`config.mk`:
```
export PLATFORM = sky130hd
export DESIGN_NAME = uart_stim_tx
export DESIGN_NICKNAME = d
export VERILOG_FILES = /design/src/rtl/uart_stim_tx.sv
export SDC_FILE = /design/constraint.sdc
export NUM_CORES = 1
export LEC_CHECK = 0
export ABC_AREA = 1
export BUFFER_PORTS_ARGS = -buffer_cell sky130_fd_sc_hd__buf_2
export CAP_MARGIN = 20
export CORE_ASPECT_RATIO = 1.5
export CORE_MARGIN = 4
export CORE_UTILIZATION = 35
export DETAILED_ROUTE_END_ITERATION = 10
export PLACE_DENSITY = 0.52
export REMOVE_ABC_BUFFERS = 1
export SETUP_SLACK_MARGIN = 0.3
export SKIP_LAST_GASP = 1
export SYNTH_ARGS = -nofsm -noshare
export SYNTH_HDL_FRONTEND = slang
export SYNTH_SLANG_ARGS = --single-unit
```
`constraint.sdc`:
```
create_clock -name clock -period 3.9 [get_ports clock]
set_clock_uncertainty 0.1 [all_clocks]
set_input_delay 0.39 -clock clock [delete_from_list [all_inputs] [get_ports clock]]
set_output_delay 0.39 -clock clock [all_outputs]
set_load 0.005 [all_outputs]
```
`src/rtl/uart_stim_tx.sv`:
```
// UART transmitter for injecting console bytes into io_uart_rx.
// Byte FIFO in front of a start/data/parity/stop serialiser with a runtime bit period.
module uart_stim_tx #(
  parameter int DATA_BITS  = 8,
  parameter int FIFO_DEPTH = 16,
  parameter int PARITY     = 0,
  parameter int STOP_BITS  = 1,
  parameter int DIV_W      = 16
) (
  input  logic                          clock,
  input  logic                          reset,
  input  logic                          in_valid,
  output logic                          in_ready,
  input  logic [DATA_BITS-1:0]          in_data,
  input  logic [DIV_W-1:0]              div,
  output logic                          tx,
  output logic                          busy,
  output logic [$clog2(FIFO_DEPTH):0]   fifo_count,
  output logic                          overflow
);

  localparam int AW = $clog2(FIFO_DEPTH);
  localparam int CW = AW + 1;

  typedef enum logic [2:0] {IDLE, START, DATA, PAR, STOP} state_t;

  state_t               state;
  logic [DATA_BITS-1:0] mem [FIFO_DEPTH];
  logic [AW-1:0]        wr_ptr, rd_ptr;
  logic [DATA_BITS-1:0] shifter, head;
  logic [DIV_W-1:0]     div_lat, cyc_cnt, div_eff;
  logic [3:0]           bit_cnt;
  logic                 par_bit;
  logic                 push, pop, fifo_empty, cyc_done, last_stop;

  assign in_ready   = (fifo_count != CW'(FIFO_DEPTH));
  assign fifo_empty = (fifo_count == '0);
  assign push       = in_valid && in_ready;
  assign cyc_done   = (cyc_cnt == '0);
  assign last_stop  = (state == STOP) && cyc_done && (bit_cnt == 4'(STOP_BITS-1));
  // Popping at the last stop cycle chains frames with no idle gap.
  assign pop        = !fifo_empty && ((state == IDLE) || last_stop);
  assign div_eff    = (div == '0) ? DIV_W'(1) : div;
  assign head       = mem[rd_ptr];
  assign busy       = (state != IDLE) || !fifo_empty;

  always_ff @(posedge clock)
    if (push) mem[wr_ptr] <= in_data;

  always_ff @(posedge clock) begin
    if (!reset) begin
      wr_ptr     <= '0;
      rd_ptr     <= '0;
      fifo_count <= '0;
      overflow   <= 1'b0;
    end else begin
      if (push) wr_ptr <= wr_ptr + 1'b1;
      if (pop)  rd_ptr <= rd_ptr + 1'b1;
      case ({push, pop})
        2'b10:   fifo_count <= fifo_count + 1'b1;
        2'b01:   fifo_count <= fifo_count - 1'b1;
        default: ;
      endcase
      if (in_valid && !in_ready) overflow <= 1'b1;
    end
  end

  always_ff @(posedge clock) begin
    if (!reset) begin
      state   <= IDLE;
      tx      <= 1'b1;
      cyc_cnt <= '0;
      bit_cnt <= '0;
      shifter <= '0;
      div_lat <= DIV_W'(1);
      par_bit <= 1'b0;
    end else if (pop) begin
      state   <= START;
      tx      <= 1'b0;
      shifter <= head;
      div_lat <= div_eff;
      cyc_cnt <= div_eff - 1'b1;
      bit_cnt <= '0;
      par_bit <= (^head) ^ (PARITY == 2);
    end else begin
      case (state)
        IDLE: tx <= 1'b1;
        START:
          if (cyc_done) begin
            state   <= DATA;
            tx      <= shifter[0];
            cyc_cnt <= div_lat - 1'b1;
          end else cyc_cnt <= cyc_cnt - 1'b1;
        DATA:
          if (cyc_done) begin
            cyc_cnt <= div_lat - 1'b1;
            if (bit_cnt == 4'(DATA_BITS-1)) begin
              bit_cnt <= '0;
              if (PARITY != 0) begin
                state <= PAR;
                tx    <= par_bit;
              end else begin
                state <= STOP;
                tx    <= 1'b1;
              end
            end else begin
              bit_cnt <= bit_cnt + 1'b1;
              shifter <= shifter >> 1;
              tx      <= shifter[1];
            end
          end else cyc_cnt <= cyc_cnt - 1'b1;
        PAR:
          if (cyc_done) begin
            state   <= STOP;
            tx      <= 1'b1;
            cyc_cnt <= div_lat - 1'b1;
            bit_cnt <= '0;
          end else cyc_cnt <= cyc_cnt - 1'b1;
        STOP:
          if (cyc_done) begin
            if (bit_cnt == 4'(STOP_BITS-1)) begin
              state <= IDLE;
              tx    <= 1'b1;
            end else begin
              bit_cnt <= bit_cnt + 1'b1;
              cyc_cnt <= div_lat - 1'b1;
            end
          end else cyc_cnt <= cyc_cnt - 1'b1;
        default: state <= IDLE;
      endcase
    end
  end

endmodule

```
==> impl_metrics.json <==
{
  "status": "finished, final reports clean",
  "p_sw_uw": 3130,
  "clock_power_share": 0.208,
  "mostFrequentLayoutCells": "128 x edfxtp_1, 109 x inv_1, 101 x nand2_1",
  "cp.required_ns": 4.16,
  "drv_cap": 0,
  "pin_count": 36,
  "die_area_sq_mm": 0.0281,
  "final_nets": 953,
  "cts-root-buf": "clkbuf_16",
  "ir_drop_v": 0.000469,
  "synthCells": 887,
  "drc": 0,
  "wl_per_cell_um": 17.2,
  "holdBufCountCts": 0,
  "antenna_found_initial": 0,
  "mostFrequentLayoutCell": "edfxtp_1",
  "ys.flop_type": "edfxtp_1",
  "initial_core_util": 0.355,
  "finalSetupViolations": 0,
  "intPower_uw": 4400,
  "die_w_um": 138,
  "synthArstFlopShare": 0,
  "p_total_uw": 7530,
  "grt_pass1_vias": 6055,
  "cts_tree": "done",
  "final_antenna_net_count": 0,
  "ys_seq_area_frac": 0.581,
  "pre_cts_slack_ns": 0.707,
  "synth_edf_count": 128,
  "path_class": "reg -> reg",
  "grt_pass1_wl_um": 34100,
  "drt-initial-drc-count": 374,
  "layout-drive-gt1-share": 0.143,
  "end_kind": "flip-flop",
  "cts_resized": 0,
  "htreeDepth": 4,
  "cp_max_fo": 22,
  "postRouteWirelength_um": 21600,
  "io_buffers": 35,
  "ys_warn_count": 0,
  "insertion_delay_ns": 0.43,
  "grt.total_usage": 0.156,
  "finalMaxSlewViolations": 0,
  "cts_buffer_depth": 2,
  "synth_cell_types": 45,
  "grt_max_degree": 43,
  "synth_area_sq_mm": 0.00889,
  "overflow": 0,
  "synth_top_area_share": 0.432,
  "dp_hpwl_um": 15000,
  "hold_path_class": "in -> reg",
  "firstDrtPassIters": 5,
  "fin_util": 0.396,
  "fin_crit_sh": 0.816,
  "pwr-share-seq": 0.353,
  "fin_setup_tns_ns": 0,
  "worst_slack_ns": 0.716,
  "clk_pin_slew_worst_paths_ns": 0.07,
  "vias_per_cell": 4.95,
  "startpoint_type": "flip-flop",
  "p_comb_frac": 0.439,
  "place.gp.congestion": 0.815,
  "cts_sinks": 194,
  "switching_share": 0.416,
  "synth_top_area_cell": "edfxtp_1",
  "cts-buffers-inserted": 17,
  "core_sq_mm": 0.0251,
  "synth_area_leaders": "edfxtp_1 43%, dfxtp_1 15%, inv_1 4.6%",
  "worst_pin_slew_ns": 0.910,
  "avgSynthCellArea_sq_um": 10.0,
  "rsz0062_at_grt": "false",
  "cts_setup_buffers": 0,
  "power_density_mw_per_mm2": 760,
  "rows": 71,
  "slew-limit-headroom": 0.393,
  "crit_arrival_ns": 3.45,
  "num_antenna_cells": 0,
  "hold_ws_ns": 0.123,
  "min_period_ns": 3.18,
  "power.leakage_uw": 0.00376,
  "area_delta_synth_final_pct": 11.4,
  "die_height_um": 203,
  "synth_seq_cells": 194,
  "hold_viol": 0,
  "vias": 6194,
  "fmax_ghz": 0.314
}
==> registers in the layout, indices dropped and copies added, names as in the netlist, named ones only <==
name and cells:
bit_cnt 4, cyc_cnt 16, div_lat 16, fifo_count 5, mem 128, overflow 1
rd_ptr 4, shifter 8, state 3, tx 1, wr_ptr 4
==> critical path: stages, from the launching register on <==
cell	delay [ns]
dfxtp_1	0.33
inv_1	0.08
ha_1	0.14
nand2_1	0.08
nor2_2	0.18
nand3_2	0.11
nand2_4	0.21
nand2_4	0.07
inv_2	0.31
ha_1	0.35
inv_1	0.08
fa_1	0.40
inv_1	0.07
a31oi_1	0.08
inv_1	0.08
o21ai_0	0.08
a21oi_1	0.16
o21ai_0	0.09
a21oi_1	0.12
==> layer usage <==
metal | vias to the layer above | GRT usage | wire (um)
met2 | 137 | 0.294 | 11800
met4 | 0 | 0.0540 | 457
met3 | 22 | 0.0270 | 705
li1 | 3122 | - | -
met5 | - | 0 | 0
met1 | 2913 | 0.177 | 8610
==> kinds of logic after synthesis <==
group | count (synthesis) | share of synthesized area
flops | 194 | 0.581
fa+ha+maj | 13 | 0.0191
xor+xnor | 4 | 0.00394
buf+inv | 153 | 0.0685
compound gates | 225 | 0.148
mux | 32 | 0.0363
simple gates | 266 | 0.143
==> final timing paths <==
check                                         startpoint                         end  slack [ns]  cells after the start
worst max-delay path             bit_cnt[0]$_SDFFE_PP0P_  fifo_count[4]$_SDFFE_PN0P_        0.72                     18
worst min-delay path                            in_valid       overflow$_SDFFE_PN0P_        0.12                      3
worst max register to register   bit_cnt[0]$_SDFFE_PP0P_  fifo_count[4]$_SDFFE_PN0P_        0.72                     18
worst min register to register  div_lat[12]$_SDFFE_PN0N_    div_lat[12]$_SDFFE_PN0N_        0.37                      2
==> metrics by stage <==
stage	area, sq um	std cells
floorplan	8720	850
global placement	9390	1222
detailed placement	9390	1222
CTS	9910	1252
global route	9910	1252
finish	9910	1252
==> final cells by class <==
cell class,count,area [sq um]
sequential,194,5170
tap,328,410
clock buffer,18,429
multi-input combinational,540,3120
inverter,116,435
fill,2449,15100
timing repair buffer,44,255
clock inverter,12,86.3
==> cells in the mapped netlist (14+ instances only) <==
master / instances
o211ai_1: 31
nand3_1: 37
nor2_1: 72
edfxtp_1: 128
o21ai_0: 73
clkbuf_1: 18
nand2_1: 101
a21oi_1: 67
mux2i_1: 30
o21bai_1: 14
dfxtp_1: 66
inv_1: 109
==> power groups by stage <==
stage | logic [uW] | clock network (uW) | registers, uW
3_3_place_gp | 3320 | 0 | 2700
3_5_place_dp | 3330 | 0 | 2710
2_1_floorplan | 2340 | 0 | 2730
4_1_cts | 3350 | 1620 | 2660
5_1_grt | 3740 | 1700 | 2700
6_report | 3310 | 1570 | 2660
No activity file was read; power rests on OpenSTA's default activity.
